[src/rtl/fetch_pkg.sv]
// ============================================================================
// Module   : fetch_pkg
// Brief    : Shared defaults and state type for the instruction fetch stage.
// Revision : 1.0 - initial release
// ============================================================================
`default_nettype none

package fetch_pkg;

  localparam int          WORD_SIZE  = 32;
  localparam int          IMEM_WORDS = 1024;
  localparam logic [31:0] RESET_PC   = 32'h0000_0000;

  typedef enum logic [0:0] {
    RUN   = 1'b0,
    FAULT = 1'b1
  } fetch_state_t;

endpackage : fetch_pkg

`default_nettype wire

[src/rtl/instruction_fetch_if.sv]
// ============================================================================
// Module   : instruction_fetch_if
// Brief    : Fetch-stage bus: imem address/data, decode outputs, stall/redirect.
// Revision : 1.0 - initial release
// ============================================================================
`default_nettype none

interface instruction_fetch_if
  import fetch_pkg::*;
#(
  parameter int WORD_SIZE = fetch_pkg::WORD_SIZE
);

  logic                 stall_i;
  logic                 redirect_i;
  logic [WORD_SIZE-1:0] redirect_pc_i;
  logic [WORD_SIZE-1:0] imem_addr_o;
  logic [WORD_SIZE-1:0] imem_instr_i;
  logic [WORD_SIZE-1:0] instr_o;
  logic [WORD_SIZE-1:0] pc_o;
  logic                 valid_o;
  logic                 fault_o;

  modport master (
    input  stall_i, redirect_i, redirect_pc_i, imem_instr_i,
    output imem_addr_o, instr_o, pc_o, valid_o, fault_o
  );

  modport slave (
    output stall_i, redirect_i, redirect_pc_i, imem_instr_i,
    input  imem_addr_o, instr_o, pc_o, valid_o, fault_o
  );

endinterface : instruction_fetch_if

`default_nettype wire

[src/rtl/fetch_next_pc.sv]
// ============================================================================
// Module   : fetch_next_pc
// Brief    : Combinational next-PC, memory address select and fault flags.
//            Bounds checking is enabled by defining FETCH_BOUNDS_CHECK_EN.
// Revision : 1.0 - initial release
// ============================================================================
`default_nettype none

module fetch_next_pc
  import fetch_pkg::*;
#(
  parameter int WORD_SIZE  = fetch_pkg::WORD_SIZE,
  parameter int IMEM_WORDS = fetch_pkg::IMEM_WORDS
) (
  input  logic                 i_stall,
  input  logic                 i_redirect,
  input  logic [WORD_SIZE-1:0] i_redirect_pc,
  input  logic [WORD_SIZE-1:0] i_pc_f,
  input  logic [WORD_SIZE-1:0] i_pc_d,
  output logic [WORD_SIZE-1:0] o_pc_f_next,
  output logic [WORD_SIZE-1:0] o_redirect_pc,
  output logic [WORD_SIZE-1:0] o_imem_addr,
  output logic                 o_misaligned,
  output logic                 o_out_of_bounds
);

  logic [WORD_SIZE-1:0] w_target;
  logic [WORD_SIZE-1:0] w_sel_pc;
  logic [WORD_SIZE-1:0] w_word;

  // A stall re-reads the word already in decode so the memory output holds.
  assign w_sel_pc = (i_stall && !i_redirect) ? i_pc_d : i_pc_f;
  assign w_word   = w_sel_pc >> 2;

`ifdef FETCH_BOUNDS_CHECK_EN
  assign w_target        = i_redirect_pc;
  assign o_misaligned    = i_redirect && (i_redirect_pc[1:0] != 2'b00);
  assign o_out_of_bounds = !i_redirect && !i_stall &&
                           ((i_pc_f >> 2) >= WORD_SIZE'(IMEM_WORDS));
  assign o_imem_addr     = w_word;
`else
  logic w_unused_lsbs;
  assign w_unused_lsbs   = ^i_redirect_pc[1:0];
  assign w_target        = {i_redirect_pc[WORD_SIZE-1:2], 2'b00};
  assign o_misaligned    = 1'b0;
  assign o_out_of_bounds = 1'b0;
  assign o_imem_addr     = w_word % WORD_SIZE'(IMEM_WORDS);
`endif

  assign o_redirect_pc = w_target;
  assign o_pc_f_next   = i_redirect ? w_target :
                         i_stall    ? i_pc_f   :
                                      i_pc_f + WORD_SIZE'(4);

endmodule : fetch_next_pc

`default_nettype wire

[src/rtl/instruction_fetch.sv]
// ============================================================================
// Module   : instruction_fetch
// Brief    : Fetch stage: PC registers, in-flight tracking and RUN/FAULT FSM.
//            Optional bounds/alignment faulting via FETCH_BOUNDS_CHECK_EN.
// Revision : 1.0 - initial release
// ============================================================================
`default_nettype none

module instruction_fetch
  import fetch_pkg::*;
#(
  parameter int                   WORD_SIZE  = fetch_pkg::WORD_SIZE,
  parameter int                   IMEM_WORDS = fetch_pkg::IMEM_WORDS,
  parameter logic [WORD_SIZE-1:0] RESET_PC   = WORD_SIZE'(fetch_pkg::RESET_PC)
) (
  input  logic                clk,
  input  logic                reset,
  instruction_fetch_if.master bus
);

  logic [WORD_SIZE-1:0] r_pc_f;
  logic [WORD_SIZE-1:0] r_pc_d;
  logic                 r_valid_d;
  fetch_state_t         r_state;
  fetch_state_t         w_state_next;

  logic [WORD_SIZE-1:0] w_pc_f_next;
  logic [WORD_SIZE-1:0] w_redirect_pc;
  logic [WORD_SIZE-1:0] w_imem_addr;
  logic                 w_misaligned;
  logic                 w_out_of_bounds;
  logic                 w_valid_out;
  logic                 w_fault_out;

  fetch_next_pc #(
    .WORD_SIZE  (WORD_SIZE),
    .IMEM_WORDS (IMEM_WORDS)
  ) u_next_pc (
    .i_stall         (bus.stall_i),
    .i_redirect      (bus.redirect_i),
    .i_redirect_pc   (bus.redirect_pc_i),
    .i_pc_f          (r_pc_f),
    .i_pc_d          (r_pc_d),
    .o_pc_f_next     (w_pc_f_next),
    .o_redirect_pc   (w_redirect_pc),
    .o_imem_addr     (w_imem_addr),
    .o_misaligned    (w_misaligned),
    .o_out_of_bounds (w_out_of_bounds)
  );

  always_ff @(posedge clk or negedge reset) begin
    if (!reset) begin
      r_state <= RUN;
    end else begin
      r_state <= w_state_next;
    end
  end

  always_comb begin
    w_state_next = r_state;
    case (r_state)
      RUN:   if (w_misaligned || w_out_of_bounds) w_state_next = FAULT;
      FAULT: w_state_next = FAULT;
    endcase
  end

  always_comb begin
    w_valid_out = r_valid_d && (r_state == RUN);
`ifdef FETCH_BOUNDS_CHECK_EN
    w_fault_out = (r_state == FAULT);
`else
    w_fault_out = 1'b0;
`endif
  end

  // In FAULT every PC register freezes so pc_o keeps the offending address.
  always_ff @(posedge clk or negedge reset) begin
    if (!reset) begin
      r_pc_f    <= RESET_PC;
      r_pc_d    <= RESET_PC;
      r_valid_d <= 1'b0;
    end else if (r_state == RUN) begin
      if (w_misaligned) begin
        r_pc_d    <= w_redirect_pc;
        r_valid_d <= 1'b0;
      end else if (bus.redirect_i) begin
        r_pc_f    <= w_pc_f_next;
        r_valid_d <= 1'b0;
      end else if (!bus.stall_i) begin
        if (w_out_of_bounds) begin
          r_pc_d    <= r_pc_f;
          r_valid_d <= 1'b0;
        end else begin
          r_pc_d    <= r_pc_f;
          r_valid_d <= 1'b1;
          r_pc_f    <= w_pc_f_next;
        end
      end
    end
  end

  assign bus.imem_addr_o = w_imem_addr;
  assign bus.instr_o     = bus.imem_instr_i;
  assign bus.pc_o        = r_pc_d;
  assign bus.valid_o     = w_valid_out;
  assign bus.fault_o     = w_fault_out;

endmodule : instruction_fetch

`default_nettype wire

[src/flat_wrapper.sv]
// flat-port wrapper written by rule: the top's interface ports become plain ports
module instruction_fetch_flat import fetch_pkg::*;
#(
  parameter int                   WORD_SIZE  = fetch_pkg::WORD_SIZE,
  parameter int                   IMEM_WORDS = fetch_pkg::IMEM_WORDS,
  parameter logic [WORD_SIZE-1:0] RESET_PC   = WORD_SIZE'(fetch_pkg::RESET_PC)
)
  (clk, reset, bus_stall_i, bus_redirect_i, bus_redirect_pc_i, bus_imem_instr_i, bus_imem_addr_o, bus_instr_o, bus_pc_o, bus_valid_o, bus_fault_o);
  instruction_fetch_if #(.WORD_SIZE(WORD_SIZE)) bus_i ();
  input  logic clk;
  input  logic reset;
  input wire logic [$bits(bus_i.stall_i)-1:0] bus_stall_i;
  input wire logic [$bits(bus_i.redirect_i)-1:0] bus_redirect_i;
  input wire logic [$bits(bus_i.redirect_pc_i)-1:0] bus_redirect_pc_i;
  input wire logic [$bits(bus_i.imem_instr_i)-1:0] bus_imem_instr_i;
  output wire logic [$bits(bus_i.imem_addr_o)-1:0] bus_imem_addr_o;
  output wire logic [$bits(bus_i.instr_o)-1:0] bus_instr_o;
  output wire logic [$bits(bus_i.pc_o)-1:0] bus_pc_o;
  output wire logic [$bits(bus_i.valid_o)-1:0] bus_valid_o;
  output wire logic [$bits(bus_i.fault_o)-1:0] bus_fault_o;
  assign bus_i.stall_i = bus_stall_i;
  assign bus_i.redirect_i = bus_redirect_i;
  assign bus_i.redirect_pc_i = bus_redirect_pc_i;
  assign bus_i.imem_instr_i = bus_imem_instr_i;
  assign bus_imem_addr_o = bus_i.imem_addr_o;
  assign bus_instr_o = bus_i.instr_o;
  assign bus_pc_o = bus_i.pc_o;
  assign bus_valid_o = bus_i.valid_o;
  assign bus_fault_o = bus_i.fault_o;
  instruction_fetch #(.WORD_SIZE(WORD_SIZE), .IMEM_WORDS(IMEM_WORDS), .RESET_PC(RESET_PC)) u_core (.clk(clk), .reset(reset), .bus(bus_i));
endmodule
[config.mk]
export PLATFORM = sky130hd
export DESIGN_NAME = instruction_fetch_flat
export DESIGN_NICKNAME = d
export VERILOG_FILES = /design/src/rtl/fetch_pkg.sv /design/src/rtl/instruction_fetch_if.sv /design/src/rtl/fetch_next_pc.sv /design/src/rtl/instruction_fetch.sv /design/src/flat_wrapper.sv
export SDC_FILE = /design/constraint.sdc
export NUM_CORES = 1
export LEC_CHECK = 0
export ABC_CLOCK_PERIOD_IN_PS = 4240
export BUFFER_PORTS_ARGS = -buffer_cell sky130_fd_sc_hd__buf_4
export CORE_ASPECT_RATIO = 0.6
export CORE_MARGIN = 1
export CORE_UTILIZATION = 52
export CTS_BUF_LIST = sky130_fd_sc_hd__clkbuf_4 sky130_fd_sc_hd__clkbuf_8
export CTS_CLUSTER_SIZE = 10
export DETAILED_ROUTE_END_ITERATION = 16
export PLACE_DENSITY_LB_ADDON = 0.3
export REMOVE_ABC_BUFFERS = 1
export SLEW_MARGIN = 20
export SYNTH_ARGS = -nofsm -noshare
export SYNTH_HDL_FRONTEND = slang
export SYNTH_SLANG_ARGS = --single-unit
[constraint.sdc]
create_clock -name clk -period 4.24 [get_ports clk]
set_input_delay 0.848 -clock clk [delete_from_list [all_inputs] [get_ports clk]]
set_output_delay 0.848 -clock clk [all_outputs]
set_load 0.005 [all_outputs]
# After elaboration in Yosys (flattened, before gate mapping)

Cells that the tools add are included.

Register bits after elaboration: 66
Output and inout bits: 98

$add $sub $neg: 1
Eq/ne operators: 1
Multiplexer cells: 7
Bitwise gates (word level): 3
Reduce and logical (&&, ||, !) cells: 5

Operators with widths:

| operator                                       | count |
|---|---|
| 2-to-1 mux 32 bit                              | 3 |
| adder 32 x 3 -> 32 bit (second input constant) | 1 |
| 2-to-1 mux 12 bit                              | 1 |
| inverter 1 bit                                 | 3 |
| AND reduction 3 bit                            | 1 |
| logical AND 1 bit                              | 2 |
| 2-to-1 mux 1 bit                               | 2 |
| != test 2 x 1 -> 1 bit (second input constant) | 1 |
| one-hot mux 1 bit (2 select lines)             | 1 |
| AND reduction 2 bit                            | 1 |
| zero test 1 bit                                | 1 |

# Depth between registers and ports, before layout

Gate-level depths: netlist of run 1.

Depth after elaboration: 4
Gate-level depth with buffers: 6

# Cells and area by module

From an unflattened synthesis of run 1, not the netlist that was laid out.

Cell total of the unflattened synthesis: 477
Area, all modules: 5028.6 µm²

By module, submodules not included:

| module            | instances | cells an instance | area an instance (µm²) | seq. area each (µm²) |
|---|---|---|---|---|
| instruction_fetch | 1         | 217               | 3308.2                 | 1651.6 |
| fetch_next_pc     | 1         | 260               | 1720.4                 | 0.0 |

# Worst setup path before layout of run 1

Ideal clock, no wire load.

Path kind: input-to-output
Start: in bus_stall_i
End: out bus_imem_addr_o[1]
Arrival time: 2010 ps
Data required time: 3392 ps
Path slack: 1382 ps
Stages on the path: 4
Path through: clkbuf_1 -> nor2b_1 -> buf_1 -> mux2_2

Longest elaborated chain between the ends: 2

Ends and longest elaborated chain:

| item               | line                | RTL |
|---|---|---|
| start: declaration | flat_wrapper.sv:12  | `input wire logic [$bits(bus_i.stall_i)-1:0] bus_stall_i;` |
| logical AND 1 bit  | fetch_next_pc.sv:32 | `assign w_sel_pc = (i_stall && !i_redirect) ? i_pc_d : i_pc_f;` |
| 2-to-1 mux 12 bit  | fetch_next_pc.sv:32 |  |
| end: declaration   | flat_wrapper.sv:16  | `output wire logic [$bits(bus_i.imem_addr_o)-1:0] bus_imem_addr_o;` |

No other way between the ends.

# Final worst setup path of run 1

Start: in bus_redirect_i
End: out bus_imem_addr_o[2]

Longest elaborated chain between the ends: 3

Ends and longest elaborated chain:

| item               | line                | RTL |
|---|---|---|
| start: declaration | flat_wrapper.sv:13  | `input wire logic [$bits(bus_i.redirect_i)-1:0] bus_redirect_i;` |
| zero test 1 bit    | fetch_next_pc.sv:32 |  |
| logical AND 1 bit  | fetch_next_pc.sv:32 |  |
| 2-to-1 mux 12 bit  | fetch_next_pc.sv:32 |  |

No other way between the ends.

==> results of run 1 <==
==> synth_stat cells (all sizes together) <==
library cell | number | area, um^2
nand2 | 30 | 112.6
o311a | 1 | 10.01
a21oi | 1 | 5.000
o21ai | 15 | 75.07
buf | 64 | 469.2
a31oi | 9 | 56.30
or4b | 1 | 10.01
nor3 | 5 | 25.02
o31a | 2 | 17.52
xnor2 | 4 | 35.03
ha | 1 | 12.51
clkbuf | 9 | 33.78
conb | 1 | 3.750
nand2b | 2 | 12.51
a211o | 2 | 17.52
a22oi | 2 | 15.01
and4b | 1 | 10.01
and3 | 3 | 20.02
nand3 | 12 | 60.06
and2 | 2 | 12.51
or2 | 3 | 18.77
nor4 | 3 | 18.77
o311ai | 4 | 35.03
xor2 | 7 | 61.31
nor4b | 1 | 8.760
o211a | 1 | 10.01
or3 | 2 | 13.77
dfrtp | 61 | 1526
inv | 3 | 11.26
nand3b | 1 | 7.510
mux2i | 1 | 10.01
and3b | 1 | 8.760
o221ai | 1 | 8.760
mux2 | 39 | 439.2
o211ai | 1 | 7.510
nor2 | 12 | 45.04
nor2b | 4 | 25.02
nand4b | 3 | 26.28
or4 | 12 | 93.84
nand4 | 5 | 46.29
o31ai | 9 | 67.56
==> worst reg2reg max path, stage by stage, from the launching register on <==
cell and delay, ns:
dfrtp_1 0.44, ha_1 0.22, and3b_1 0.31, or4b_1 0.56
or4_1 0.49, a31oi_1 0.17
==> metal layers <==
layer  wire (um)  share of wire, %  global-route usage, %
met1        4012                48                  35.72
met2        3162                38                  30.33
met3        1036                13                  15.08
met4          65              0.79                  6.849
met5           0                 0                  3.175
==> power breakdown <==
| part | switching [W] | internal, W | total, W |
|---|---|---|---|
| clock network | 0.000221 | 0.000298 | 0.000519 |
| registers | 0.0000775 | 0.000665 | 0.000743 |
| logic | 0.000126 | 0.000191 | 0.000317 |
| total | 0.000424 | 0.00115 | 0.00158 |
==> cells by family (layout without fill, tap and decap cells) <==
kind of cell,Yosys count,count (layout)
AOI/OAI and AO/OA,48,48
xor gates and xnor gates,11,11
adders and majority gates,1,1
buffers and inverters,76,95
DFF,61,61
muxes,40,40
other,1,25
and+or+nand+nor,103,103
==> metrics by stage <==
step | cell area, um^2 | total power (W)
finish | 3969 | 0.001579
CTS | 3969 | 0.001593
global placement | 3769 | 0.001058
detailed placement | 3769 | 0.001071
floorplan | 3090 | 0.0008789
global route | 3969 | 0.001670
==> final cells by class <==
cell class | instances | area share [%]
clock buffers | 12 | 3.846
clock inverters | 4 | 1.198
inverters | 3 | 0.2837
multi-input cells | 228 | 39.19
flip-flops and latches | 61 | 38.46
well taps | 84 | 2.648
repair buffers | 76 | 14.38
==> flip-flops by register name, indices dropped and copies added, names as in the netlist <==
| signal | count |
|---|---|
| u_core.bus.pc_o | 30 |
| u_core.r_pc_f | 30 |
| u_core.r_valid_d | 1 |
==> worst min path at each step <==
stage                        start                  end  slack [ns]  cells after the start
3_3_place_gp   u_core.bus.pc_o[16]  u_core.bus.pc_o[16]        0.49                      1
3_5_place_dp   u_core.bus.pc_o[29]  u_core.bus.pc_o[29]        0.50                      1
6_report       u_core.bus.pc_o[13]  u_core.bus.pc_o[13]        0.51                      1
5_1_grt        u_core.bus.pc_o[27]  u_core.bus.pc_o[27]        0.53                      1
4_1_cts        u_core.bus.pc_o[29]  u_core.bus.pc_o[29]        0.51                      1
2_1_floorplan    u_core.r_pc_f[31]  u_core.bus.pc_o[31]        0.49                      1
==> impl_results.html, run 1 <==
<table>
<tr><th>Metric</th><th>Value</th></tr>
<tr><th colspan="2">Clock tree</th></tr>
<tr><td>Root buf cell</td><td>clkbuf_8</td></tr>
<tr><td>Count of hold-fix buffers inserted at cts</td><td>0</td></tr>
<tr><td>Number of buffers inserted by post-CTS setup repair</td><td>0</td></tr>
<tr><td>Post-CTS clock slew at the launch and capture registers of the worst setup and hold paths</td><td>0.07 ns</td></tr>
<tr><td>Gates resized, CTS repair</td><td>0</td></tr>
<tr><td>Clock latency of the later-clocked register in the worst-skew pair</td><td>0.34 ns</td></tr>
<tr><td>H-tree depth reported by CTS</td><td>3</td></tr>
<tr><td>Sinks on Clock Net</td><td>61</td></tr>
<tr><td>Clock tree from TritonCTS</td><td>done</td></tr>
<tr><td>Total CTS buffers</td><td>9</td></tr>
<tr><td>Clock Tree Buf Depth</td><td>2</td></tr>
<tr><th colspan="2">Layout</th></tr>
<tr><td>Footprint of the multi-input gates</td><td>0.001555 mm^2</td></tr>
<tr><td>ANT cells</td><td>0</td></tr>
<tr><td>Synthesis-to-layout area growth</td><td>13.29%</td></tr>
<tr><td>Final standard cell utilization of the core</td><td>62.96%</td></tr>
<tr><td>Final non-filler cell total</td><td>468</td></tr>
<tr><td>Fill cells</td><td>531</td></tr>
<tr><td>Final-stage net count</td><td>448</td></tr>
<tr><td>Most frequent cells in the layout</td><td>76 x buf_4, 61 x dfrtp_1, 39 x mux2_2</td></tr>
<tr><td>Most frequent standard cell in the layout excluding fill and tap cells</td><td>buf_4</td></tr>
<tr><td>Fraction of layout instances using a drive strength above 1</td><td>36.20%</td></tr>
<tr><td>Area occupied by registers</td><td>0.001526 mm^2</td></tr>
<tr><th colspan="2">Timing</th></tr>
<tr><td>Final setup viols</td><td>0</td></tr>
<tr><td>Worst max-slew margin expressed relative to the limit</td><td>44.60%</td></tr>
<tr><td>Setup skew after layout</td><td>0.006767 ns</td></tr>
<tr><td>Min setup slack post-route</td><td>1.401 ns</td></tr>
<tr><td>Unrepaired setup endpoints after global routing</td><td>no</td></tr>
<tr><td>Worst-Margin Slew</td><td>0.8301 ns</td></tr>
<tr><td>Final total negative setup slack</td><td>0 ns</td></tr>
<tr><td>Share of the clock period used by the worst path after layout</td><td>66.96%</td></tr>
<tr><td>Final slew viol count</td><td>0</td></tr>
<tr><td>Minimum clock period after layout</td><td>2.839 ns</td></tr>
<tr><td>Maximum clock rate</td><td>0.3522 GHz</td></tr>
<tr><td>Number of endpoints with negative hold slack in the final report</td><td>0</td></tr>
<tr><td>Min Hold Slack</td><td>0.5086 ns</td></tr>
<tr><th colspan="2">Critical path</th></tr>
<tr><td>Startpoint kind of the worst setup timing path</td><td>primary input</td></tr>
<tr><td>Critical-path cell list</td><td>buf_4 &gt; nor2b_1 &gt; buf_4 &gt; mux2_2 &gt; buf_4</td></tr>
<tr><td>Worst Path Class, Setup</td><td>in2out</td></tr>
<tr><td>Reg-to-Reg End</td><td>u_core.r_pc_f[16]</td></tr>
<tr><td>Worst setup path startpoint</td><td>bus_redirect_i</td></tr>
<tr><td>CP endpoint kind</td><td>output pin</td></tr>
<tr><td>Data arrival time at the worst-slack endpoint</td><td>1.99 ns</td></tr>
<tr><td>Top delay family on crit path</td><td>buffers and inverters</td></tr>
<tr><td>Data required, critical path</td><td>3.39 ns</td></tr>
<tr><td>Highest cell delay on the worst timing path</td><td>0.36 ns</td></tr>
<tr><td>R2r worst-path depth</td><td>5</td></tr>
<tr><td>Worst path slowest cell</td><td>mux2_2</td></tr>
<tr><td>Worst-path fanout max</td><td>46</td></tr>
<tr><td>End point of the critical path</td><td>bus_imem_addr_o[2]</td></tr>
<tr><td>Most used cell, CP</td><td>buf_4</td></tr>
<tr><td>CP Depth</td><td>5</td></tr>
<tr><td>Launching point of the worst reg2reg path</td><td>u_core.r_pc_f[2]</td></tr>
<tr><td>R2R Setup Slk</td><td>1.98 ns</td></tr>
<tr><td>Count of buffering cells on the critical path with inverters included</td><td>3</td></tr>
<tr><th colspan="2">Drt</th></tr>
<tr><td>Routed wirelength normalized by instance count</td><td>17.69 um</td></tr>
<tr><td>Total wire length</td><td>8.277 mm</td></tr>
<tr><td>Mean number of vias per cell</td><td>5.536</td></tr>
<tr><td>Total number of vias</td><td>2,591</td></tr>
<tr><td>Count of TritonRoute iterations in the first routing pass</td><td>5</td></tr>
<tr><td>Number of violations reported at the end of detailed-routing iteration 0</td><td>167</td></tr>
<tr><td>Detailed-route DRC error count</td><td>0</td></tr>
<tr><td>DRT antenna net count</td><td>0</td></tr>
<tr><th colspan="2">Synth</th></tr>
<tr><td>Fraction of the mapped netlist area in simple logic gates</td><td>16.43%</td></tr>
<tr><td>Multiplexer fraction of the synthesized cell area</td><td>12.82%</td></tr>
<tr><td>Synthesized flop and latch total</td><td>61</td></tr>
<tr><td>Distinct cell type count of the synthesized netlist</td><td>47</td></tr>
<tr><td>Synthesized area</td><td>0.003503 mm^2</td></tr>
<tr><td>Synth Area in Compound Gates</td><td>9.286%</td></tr>
<tr><td>Synthesized netlist cell count</td><td>341</td></tr>
<tr><td>Post-synthesis area per instance</td><td>10.27 um^2</td></tr>
<tr><td>Adder-cell share of the synthesized area</td><td>0.3571%</td></tr>
<tr><td>Dominant combinational cell family by area after synthesis</td><td>simple AND/OR/NAND/NOR gates</td></tr>
<tr><td>Sequential-to-total area share from yosys stat</td><td>43.57%</td></tr>
<tr><td>Yosys warning total</td><td>0</td></tr>
<tr><td>Xor and xnor fraction of the mapped netlist area</td><td>2.750%</td></tr>
<tr><th colspan="2">Die</th></tr>
<tr><td>Height of the chip</td><td>65.58 um</td></tr>
<tr><td>Die Area</td><td>0.007080 mm^2</td></tr>
<tr><td>Area of the core</td><td>0.006304 mm^2</td></tr>
<tr><td>X dimension of the die</td><td>108.0 um</td></tr>
<tr><td>Boundary Pins</td><td>166</td></tr>
<tr><td>Effective utilization at floorplan</td><td>55.58%</td></tr>
<tr><td>Number of core rows</td><td>22</td></tr>
<tr><th colspan="2">Global routing</th></tr>
<tr><td>Via count of the first global-routing pass</td><td>2,391</td></tr>
<tr><td>Wire length of the first global-routing pass</td><td>12.90 mm</td></tr>
<tr><td>Overflow after GRT</td><td>0</td></tr>
<tr><td>Antenna violations before repair</td><td>0</td></tr>
<tr><td>Pin count of the biggest net entering global routing</td><td>62</td></tr>
<tr><td>All-Layer GR Usage</td><td>25.05%</td></tr>
<tr><th colspan="2">Placed design</th></tr>
<tr><td>Post-place setup slack</td><td>1.430 ns</td></tr>
<tr><td>Last weighted congestion value of the routability-driven placer</td><td>0.8039</td></tr>
<tr><td>Number of port buffers</td><td>74</td></tr>
<tr><td>HPWL after DPL</td><td>5.959 mm</td></tr>
<tr><td>DP Cell Count</td><td>452</td></tr>
<tr><th colspan="2">Pwr</th></tr>
<tr><td>Power per Cell Area</td><td>397.8 mW/mm^2</td></tr>
<tr><td>Leakage power total</td><td>1.723 nW</td></tr>
<tr><td>VDD IR max</td><td>0.2506 mV</td></tr>
<tr><th colspan="2">Flow run</th></tr>
<tr><td>Maxcap violations</td><td>0</td></tr>
<tr><th colspan="2">Worst hold path</th></tr>
<tr><td>Hold/Removal Path Class</td><td>reg2reg</td></tr>
<tr><th colspan="2">Status</th></tr>
<tr><td>Outcome</td><td>complete, no violations</td></tr>
</table>
Power figures use the tool's default switching activity.
==> inputs of run 2 (changes only) <==
--- a/config.mk
+++ b/config.mk
@@ -5,11 +5,12 @@
 export SDC_FILE = /design/constraint.sdc
 export NUM_CORES = 1
 export LEC_CHECK = 0
-export ABC_CLOCK_PERIOD_IN_PS = 4240
+export ABC_AREA = 1
+export ABC_CLOCK_PERIOD_IN_PS = 2700
 export BUFFER_PORTS_ARGS = -buffer_cell sky130_fd_sc_hd__buf_4
 export CORE_ASPECT_RATIO = 0.6
 export CORE_MARGIN = 1
-export CORE_UTILIZATION = 52
+export CORE_UTILIZATION = 50
 export CTS_BUF_LIST = sky130_fd_sc_hd__clkbuf_4 sky130_fd_sc_hd__clkbuf_8
 export CTS_CLUSTER_SIZE = 10
 export DETAILED_ROUTE_END_ITERATION = 16
==> constraint.sdc (replaced) <==
create_clock -name clk -period 2.7 [get_ports clk]
set_input_delay 0.54 -clock clk [delete_from_list [all_inputs] [get_ports clk]]
set_output_delay 0.54 -clock clk [all_outputs]
set_load 0.005 [all_outputs]
==> run 2 against run 1 <==
Net effect:
- core utilization shrank 3.2 points
- synthesized cell count grew 57%
- clock power grew 79%
- cell count grew 46%
- sequential power grew 53%
- via count grew 39%
- total power grew 64%
- largest power group unchanged
==> impl_results.html, run 2 <==
<table>
<tr><th>Metric</th><th>Value</th></tr>
<tr><th colspan="2">Placed design</th></tr>
<tr><td>Number of port buffers</td><td>74</td></tr>
<tr><td>Last weighted congestion value of the routability-driven placer</td><td>0.9252</td></tr>
<tr><td>HPWL after DPL</td><td>8.226 mm</td></tr>
<tr><td>Post-place instance area</td><td>0.004212 mm^2</td></tr>
<tr><th colspan="2">Synth</th></tr>
<tr><td>Synth top area share</td><td>38.99%</td></tr>
<tr><td>Sequential-to-total area share from yosys stat</td><td>38.99%</td></tr>
<tr><td>Yosys warning total</td><td>0</td></tr>
<tr><td>Post-synthesis area per instance</td><td>7.304 um^2</td></tr>
<tr><td>Synth area leader</td><td>dfrtp_1</td></tr>
<tr><td>Synthesized flop and latch total</td><td>61</td></tr>
<tr><td>Synthesized netlist cell count</td><td>536</td></tr>
<tr><td>Synthesized area</td><td>0.003915 mm^2</td></tr>
<tr><td>Distinct cell type count of the synthesized netlist</td><td>36</td></tr>
<tr><td>Most common cell in the synthesized netlist</td><td>nand2_1</td></tr>
<tr><td>Primary FF master, synth</td><td>dfrtp_1</td></tr>
<tr><td>Most common library cells after synthesis</td><td>127 x nand2_1, 65 x nor2_1, 61 x dfrtp_1, 61 x inv_1, 58 x buf_4</td></tr>
<tr><td>Number of synthesized flops with an enable pin</td><td>0</td></tr>
<tr><td>Proportion of register bits with asynchronous set or reset after synthesis</td><td>100.0%</td></tr>
<tr><td>Largest cells by area after synthesis</td><td>dfrtp_1 39%, nand2_1 12%, buf_4 11%</td></tr>
<tr><th colspan="2">Drt</th></tr>
<tr><td>Total wire length</td><td>11.08 mm</td></tr>
<tr><td>Number of violations reported at the end of detailed-routing iteration 0</td><td>333</td></tr>
<tr><td>Routed wirelength normalized by instance count</td><td>16.22 um</td></tr>
<tr><td>Total number of vias</td><td>3,590</td></tr>
<tr><td>Mean number of vias per cell</td><td>5.256</td></tr>
<tr><td>DRT antenna net count</td><td>0</td></tr>
<tr><td>Count of TritonRoute iterations in the first routing pass</td><td>6</td></tr>
<tr><td>Detailed-route DRC error count</td><td>0</td></tr>
<tr><th colspan="2">Critical path</th></tr>
<tr><td>Data arrival time at the worst-slack endpoint</td><td>1.49 ns</td></tr>
<tr><td>R2R Setup Slk</td><td>0.93 ns</td></tr>
<tr><td>R2r worst-path depth</td><td>8</td></tr>
<tr><td>Reg-to-Reg End</td><td>u_core.r_pc_f[24]</td></tr>
<tr><td>Startpoint kind of the worst setup timing path</td><td>primary input</td></tr>
<tr><td>Count of buffering cells on the critical path with inverters included</td><td>4</td></tr>
<tr><td>Worst Path Class, Setup</td><td>in2out</td></tr>
<tr><td>Highest cell delay on the worst timing path</td><td>0.20 ns</td></tr>
<tr><td>Most used cell, CP</td><td>buf_4</td></tr>
<tr><td>Worst path slowest cell</td><td>buf_4</td></tr>
<tr><td>Data required, critical path</td><td>2.16 ns</td></tr>
<tr><td>Worst-path fanout max</td><td>17</td></tr>
<tr><td>CP endpoint kind</td><td>output pin</td></tr>
<tr><td>Launching point of the worst reg2reg path</td><td>u_core.r_pc_f[3]</td></tr>
<tr><td>Critical-path cell list</td><td>buf_4 &gt; inv_2 &gt; nand2_1 &gt; buf_4 &gt; o21ai_0 &gt; buf_4</td></tr>
<tr><td>Top delay family on crit path</td><td>buffers and inverters</td></tr>
<tr><th colspan="2">Global routing</th></tr>
<tr><td>All-Layer GR Usage</td><td>28.90%</td></tr>
<tr><td>Layer with the highest usage after global routing</td><td>met1</td></tr>
<tr><td>Pin count of the biggest net entering global routing</td><td>62</td></tr>
<tr><td>Wire length of the first global-routing pass</td><td>17.52 mm</td></tr>
<tr><td>Met3 layer usage reported by global route</td><td>14.05%</td></tr>
<tr><td>Antenna violations before repair</td><td>0</td></tr>
<tr><td>GR Util met2</td><td>34.71%</td></tr>
<tr><td>Via count of the first global-routing pass</td><td>3,282</td></tr>
<tr><td>Overflow after GRT</td><td>0</td></tr>
<tr><td>Met1 demand-to-capacity share in global routing</td><td>44.73%</td></tr>
<tr><th colspan="2">Pwr</th></tr>
<tr><td>VDD IR max</td><td>0.2683 mV</td></tr>
<tr><td>Power per Cell Area</td><td>584.5 mW/mm^2</td></tr>
<tr><td>Leakage power total</td><td>2.260 nW</td></tr>
<tr><th colspan="2">Clock tree</th></tr>
<tr><td>Count of hold-fix buffers inserted at cts</td><td>0</td></tr>
<tr><td>Total CTS buffers</td><td>9</td></tr>
<tr><td>Post-CTS clock slew at the launch and capture registers of the worst setup and hold paths</td><td>0.08 ns</td></tr>
<tr><td>Clock tree from TritonCTS</td><td>done</td></tr>
<tr><td>Root buf cell</td><td>clkbuf_8</td></tr>
<tr><td>Sinks on Clock Net</td><td>61</td></tr>
<tr><td>Number of buffers inserted by post-CTS setup repair</td><td>0</td></tr>
<tr><td>Gates resized, CTS repair</td><td>0</td></tr>
<tr><td>Clock Tree Buf Depth</td><td>2</td></tr>
<tr><td>Clock latency of the later-clocked register in the worst-skew pair</td><td>0.36 ns</td></tr>
<tr><td>H-tree depth reported by CTS</td><td>3</td></tr>
<tr><th colspan="2">Die</th></tr>
<tr><td>X dimension of the die</td><td>116.2 um</td></tr>
<tr><td>Area of the core</td><td>0.007417 mm^2</td></tr>
<tr><td>Number of core rows</td><td>24</td></tr>
<tr><td>Die Area</td><td>0.008199 mm^2</td></tr>
<tr><td>Height of the chip</td><td>70.54 um</td></tr>
<tr><td>Effective utilization at floorplan</td><td>52.78%</td></tr>
<tr><td>Boundary Pins</td><td>166</td></tr>
<tr><th colspan="2">Layout</th></tr>
<tr><td>Fraction of layout instances using a drive strength above 1</td><td>20.55%</td></tr>
<tr><td>Most frequent standard cell in the layout excluding fill and tap cells</td><td>nand2_1</td></tr>
<tr><td>Non-Filler Cell Area, Final</td><td>0.004434 mm^2</td></tr>
<tr><td>Final-stage net count</td><td>643</td></tr>
<tr><td>Synthesis-to-layout area growth</td><td>13.26%</td></tr>
<tr><td>ANT cells</td><td>0</td></tr>
<tr><td>Fill cells</td><td>697</td></tr>
<tr><td>Most frequent cells in the layout</td><td>127 x nand2_1, 78 x buf_4, 65 x nor2_1</td></tr>
<tr><th colspan="2">Timing</th></tr>
<tr><td>Final setup viols</td><td>0</td></tr>
<tr><td>Number of endpoints with negative hold slack in the final report</td><td>0</td></tr>
<tr><td>Share of the clock period used by the worst path after layout</td><td>75.34%</td></tr>
<tr><td>Maximum clock rate</td><td>0.4916 GHz</td></tr>
<tr><td>Minimum clock period after layout</td><td>2.034 ns</td></tr>
<tr><td>Setup skew after layout</td><td>0.01994 ns</td></tr>
<tr><td>Worst-Margin Slew</td><td>0.8088 ns</td></tr>
<tr><td>Final total negative setup slack</td><td>0 ns</td></tr>
<tr><td>Final slew viol count</td><td>0</td></tr>
<tr><td>Worst max-slew margin expressed relative to the limit</td><td>46.08%</td></tr>
<tr><td>Unrepaired setup endpoints after global routing</td><td>no</td></tr>
<tr><th colspan="2">Worst hold path</th></tr>
<tr><td>Hold/Removal Path Class</td><td>in2async</td></tr>
<tr><th colspan="2">Status</th></tr>
<tr><td>Outcome</td><td>complete, no violations</td></tr>
<tr><th colspan="2">Flow run</th></tr>
<tr><td>Maxcap violations</td><td>0</td></tr>
</table>
-- run 2: area by class of cell --
class | count | area (um^2) | share of cell area [%]
inverter | 64 | 240.2 | 5.418
multi-input combinational | 360 | 1729 | 39.00
clock buffer | 9 | 123.9 | 2.793
tap | 104 | 130.1 | 2.935
clock inverter | 7 | 98.84 | 2.229
sequential | 61 | 1526 | 34.42
timing repair buffer | 78 | 585.6 | 13.21
-- run 2: how the worst max path moves through the flow --
stage / start / to / depth (start not counted)
floorplan: bus_redirect_i / u_core.r_pc_f[6] / 3
global placement: bus_redirect_i / bus_imem_addr_o[6] / 6
detailed placement: bus_redirect_i / bus_imem_addr_o[3] / 6
CTS: bus_redirect_i / bus_imem_addr_o[3] / 6
global route: bus_redirect_i / bus_imem_addr_o[3] / 6
finish: bus_redirect_i / bus_imem_addr_o[7] / 6
-- run 2: where the power goes --
group	switching (W)	internal (W)
combinational	0.000280	0.000241
clock	0.000403	0.000524
sequential	0.000114	0.00103
-- run 2: through the flow --
stage	utilization [%]	hold slack (ns)	power [W]	worst slack (ns)	std cells
5_1_grt	59.78	0.3219	0.002733	0.6034	683
4_1_cts	59.78	0.2880	0.002601	0.6884	683
6_report	59.78	0.2459	0.002592	0.6658	683
3_5_place_dp	56.78	0.4704	0.001677	0.6887	667
2_1_floorplan	-	0.2444	0.001384	0.3189	485
3_3_place_gp	56.78	0.4609	0.001655	0.7153	667
-- run 2: cell families (layout without fill, tap and decap cells) --
| group | after synthesis | in the layout | share of synthesized area, % |
|---|---|---|---|
| fa+ha+maj | 1 | 1 | 0.3195 |
| flops | 61 | 61 | 38.99 |
| xor+xnor | 1 | 1 | 0.2238 |
| simple gates | 273 | 273 | 32.31 |
| other cells | 1 | 25 | 0.09579 |
| buf+inv | 139 | 158 | 19.14 |
| compound gates | 60 | 60 | 8.917 |
-- run 2: metal layers --
metal	share of wire [%]	vias to the layer above
li1	-	1694
met3	13	14
met4	0.70	2
met5	0.30	-
met2	38	226
met1	48	1654
==> inputs of run 3 (changes only) <==
--- a/config.mk
+++ b/config.mk
@@ -6,7 +6,7 @@
 export NUM_CORES = 1
 export LEC_CHECK = 0
 export ABC_AREA = 1
-export ABC_CLOCK_PERIOD_IN_PS = 2700
+export ABC_CLOCK_PERIOD_IN_PS = 2000
 export BUFFER_PORTS_ARGS = -buffer_cell sky130_fd_sc_hd__buf_4
 export CORE_ASPECT_RATIO = 0.6
 export CORE_MARGIN = 1
==> constraint.sdc (replaced) <==
create_clock -name clk -period 2 [get_ports clk]
set_input_delay 0.4 -clock clk [delete_from_list [all_inputs] [get_ports clk]]
set_output_delay 0.4 -clock clk [all_outputs]
set_load 0.005 [all_outputs]
==> run 3 against run 2 <==
Net effect:
- core utilization increased by 1.3 points
- total power increased by 37%
- critical path depth rose by 2
- final area grew 2.1%
- non-clock buffer count is 8 higher
- setup slack worse by 0.37 ns
- highest routed layer unchanged
- combinational power rose by 39%
- die area unchanged
- global-route usage grew 0.53 points
==> impl_results.html, run 3 (same netlist as run 2, synthesis figures left out) <==
<table>
<tr><th>Metric</th><th>Value</th></tr>
<tr><th colspan="2">Die</th></tr>
<tr><td>Area of the core</td><td>0.007417 mm^2</td></tr>
<tr><td>Boundary Pins</td><td>166</td></tr>
<tr><td>Die Area</td><td>0.008199 mm^2</td></tr>
<tr><td>X dimension of the die</td><td>116.2 um</td></tr>
<tr><td>Number of core rows</td><td>24</td></tr>
<tr><td>Height of the chip</td><td>70.54 um</td></tr>
<tr><td>Effective utilization at floorplan</td><td>52.78%</td></tr>
<tr><th colspan="2">Critical path</th></tr>
<tr><td>Count of buffering cells on the critical path with inverters included</td><td>1</td></tr>
<tr><td>Startpoint kind of the worst setup timing path</td><td>flop</td></tr>
<tr><td>Data arrival time at the worst-slack endpoint</td><td>1.94 ns</td></tr>
<tr><td>Critical-path cell list</td><td>ha_1 &gt; inv_1 &gt; nor2_2 &gt; nand3_2 &gt; nor3_4 &gt; nand2_1 &gt; nand2_1 &gt; nand3b_1</td></tr>
<tr><td>Highest cell delay on the worst timing path</td><td>0.43 ns</td></tr>
<tr><td>Most used cell, CP</td><td>nand2_1</td></tr>
<tr><td>Top delay family on crit path</td><td>simple AND/OR/NAND/NOR gates</td></tr>
<tr><td>Data required, critical path</td><td>2.24 ns</td></tr>
<tr><td>Worst setup path startpoint</td><td>u_core.r_pc_f[3]</td></tr>
<tr><td>Worst-path fanout max</td><td>5</td></tr>
<tr><td>Launching point of the worst reg2reg path</td><td>u_core.r_pc_f[3]</td></tr>
<tr><td>CP endpoint kind</td><td>flop</td></tr>
<tr><td>R2R Setup Slk</td><td>0.30 ns</td></tr>
<tr><td>Worst Path Class, Setup</td><td>reg2reg</td></tr>
<tr><td>Worst path slowest cell</td><td>dfrtp_1</td></tr>
<tr><th colspan="2">Timing</th></tr>
<tr><td>Final total negative setup slack</td><td>0 ns</td></tr>
<tr><td>Final slew viol count</td><td>0</td></tr>
<tr><td>Number of endpoints with negative hold slack in the final report</td><td>0</td></tr>
<tr><td>Min Hold Slack</td><td>0.2575 ns</td></tr>
<tr><td>Share of the clock period used by the worst path after layout</td><td>85.00%</td></tr>
<tr><td>Setup skew after layout</td><td>0.01132 ns</td></tr>
<tr><td>Final setup viols</td><td>0</td></tr>
<tr><td>Maximum clock rate</td><td>0.5882 GHz</td></tr>
<tr><td>Minimum clock period after layout</td><td>1.700 ns</td></tr>
<tr><td>Unrepaired setup endpoints after global routing</td><td>no</td></tr>
<tr><th colspan="2">Pwr</th></tr>
<tr><td>Combinational share of power</td><td>20.4%</td></tr>
<tr><td>Portion of total power attributed to the clock network</td><td>36.0%</td></tr>
<tr><td>VDD IR max</td><td>0.4555 mV</td></tr>
<tr><td>Power per Cell Area</td><td>783.0 mW/mm^2</td></tr>
<tr><td>Sw frac</td><td>29.15%</td></tr>
<tr><td>Leakage power total</td><td>2.315 nW</td></tr>
<tr><td>Total net switching power</td><td>0.001033 W</td></tr>
<tr><td>Power share of the sequential group</td><td>43.6%</td></tr>
<tr><td>Total chip power</td><td>0.003546 W</td></tr>
<tr><td>Pint</td><td>0.002512 W</td></tr>
<tr><th colspan="2">Clock tree</th></tr>
<tr><td>Clock tree from TritonCTS</td><td>done</td></tr>
<tr><td>H-tree depth reported by CTS</td><td>3</td></tr>
<tr><td>Clock latency of the later-clocked register in the worst-skew pair</td><td>0.36 ns</td></tr>
<tr><td>Sinks on Clock Net</td><td>61</td></tr>
<tr><td>Post-CTS clock slew at the launch and capture registers of the worst setup and hold paths</td><td>0.07 ns</td></tr>
<tr><td>Gates resized, CTS repair</td><td>0</td></tr>
<tr><td>Count of hold-fix buffers inserted at cts</td><td>1</td></tr>
<tr><td>Clock Tree Buf Depth</td><td>2</td></tr>
<tr><td>Total CTS buffers</td><td>9</td></tr>
<tr><td>Number of buffers inserted by post-CTS setup repair</td><td>0</td></tr>
<tr><td>Root buf cell</td><td>clkbuf_8</td></tr>
<tr><th colspan="2">Drt</th></tr>
<tr><td>Total number of vias</td><td>3,592</td></tr>
<tr><td>Routed wl met3</td><td>1.394 mm</td></tr>
<tr><td>Routed wirelength normalized by instance count</td><td>16.16 um</td></tr>
<tr><td>Count of TritonRoute iterations in the first routing pass</td><td>5</td></tr>
<tr><td>Mean number of vias per cell</td><td>5.198</td></tr>
<tr><td>Number of violations reported at the end of detailed-routing iteration 0</td><td>257</td></tr>
<tr><td>Wire length on met2</td><td>4.080 mm</td></tr>
<tr><td>Met1 layer wirelength in the final routing</td><td>5.572 mm</td></tr>
<tr><td>Total wire length</td><td>11.17 mm</td></tr>
<tr><td>DRT antenna net count</td><td>0</td></tr>
<tr><td>Highest routed metal layer</td><td>met5</td></tr>
<tr><td>Detailed-route DRC error count</td><td>0</td></tr>
<tr><th colspan="2">Global routing</th></tr>
<tr><td>Antenna violations before repair</td><td>0</td></tr>
<tr><td>All-Layer GR Usage</td><td>29.42%</td></tr>
<tr><td>Via count of the first global-routing pass</td><td>3,333</td></tr>
<tr><td>Wire length of the first global-routing pass</td><td>17.44 mm</td></tr>
<tr><td>Pin count of the biggest net entering global routing</td><td>35</td></tr>
<tr><td>Overflow after GRT</td><td>0</td></tr>
<tr><th colspan="2">Layout</th></tr>
<tr><td>Final non-filler cell total</td><td>691</td></tr>
<tr><td>Most frequent standard cell in the layout excluding fill and tap cells</td><td>nand2_1</td></tr>
<tr><td>Fraction of layout instances using a drive strength above 1</td><td>21.47%</td></tr>
<tr><td>ANT cells</td><td>0</td></tr>
<tr><td>Synthesis-to-layout area growth</td><td>15.66%</td></tr>
<tr><td>Most frequent cells in the layout</td><td>127 x nand2_1, 83 x buf_4, 65 x nor2_1</td></tr>
<tr><td>Final-stage net count</td><td>651</td></tr>
<tr><td>Non-Filler Cell Area, Final</td><td>0.004528 mm^2</td></tr>
<tr><th colspan="2">Placed design</th></tr>
<tr><td>Last weighted congestion value of the routability-driven placer</td><td>0.9478</td></tr>
<tr><td>Post-place instance area</td><td>0.004289 mm^2</td></tr>
<tr><td>DP Cell Count</td><td>674</td></tr>
<tr><td>Number of port buffers</td><td>74</td></tr>
<tr><td>HPWL after DPL</td><td>8.499 mm</td></tr>
<tr><th colspan="2">Status</th></tr>
<tr><td>Outcome</td><td>complete, no violations</td></tr>
<tr><th colspan="2">Worst hold path</th></tr>
<tr><td>Hold/Removal Path Class</td><td>in2reg</td></tr>
<tr><td>Worst hold start</td><td>bus_redirect_pc_i[2]</td></tr>
<tr><th colspan="2">Flow run</th></tr>
<tr><td>Maxcap violations</td><td>0</td></tr>
</table>
[run 3: path summary, 6_finish.rpt]
check | cells after the start | end
worst min-delay path | 3 | u_core.r_pc_f[2]
max in group asynchronous | 3 | u_core.r_pc_f[14]
min in group asynchronous | 2 | u_core.bus.pc_o[10]
worst min register to register | 2 | u_core.bus.pc_o[16]
worst max register to register | 8 | u_core.r_pc_f[28]
worst max-delay path | 8 | u_core.r_pc_f[28]
[run 3: worst register-to-register path: cells and delay by family (launching register included)]
kind | cells | cell delay, ns
buf+inv | 1 | 0.07
fa+ha+maj | 1 | 0.24
flops | 1 | 0.43
simple gates | 6 | 0.84
[run 3: stage by stage]
step                util (%)  worst slack [ns]
detailed placement     57.83            0.3282
global placement       57.83            0.3350
finish                 61.05            0.2999
CTS                    61.05            0.3086
floorplan                  -           -0.2411
global route           61.05            0.1120
[run 3: final cells by class]
class	instances	area, um^2
Tap cell	104	130.1
Inverter	64	240.2
Fill cell	684	2889
Sequential cell	61	1526
Multi-Input combinational cell	360	1729
Clock buffer	12	158.9
Clock inverter	4	70.07
Timing Repair Buffer	86	673.1
[run 3: layer usage]
metal / vias up / track usage [%]
li1: 1722 / -
met3: 12 / 15.17
met1: 1645 / 44.03
met4: 2 / 8.689
met2: 211 / 35.17
met5: - / 5.455
[run 3: power groups by stage]
stage	Clock (W)	Sequential [W]	Combinational, W
detailed placement	0	0.00156	0.000718
global placement	0	0.00155	0.000699
CTS	0.00130	0.00154	0.000723
global route	0.00134	0.00157	0.000816
floorplan	0	0.00154	0.000331
finish	0.00128	0.00155	0.000722
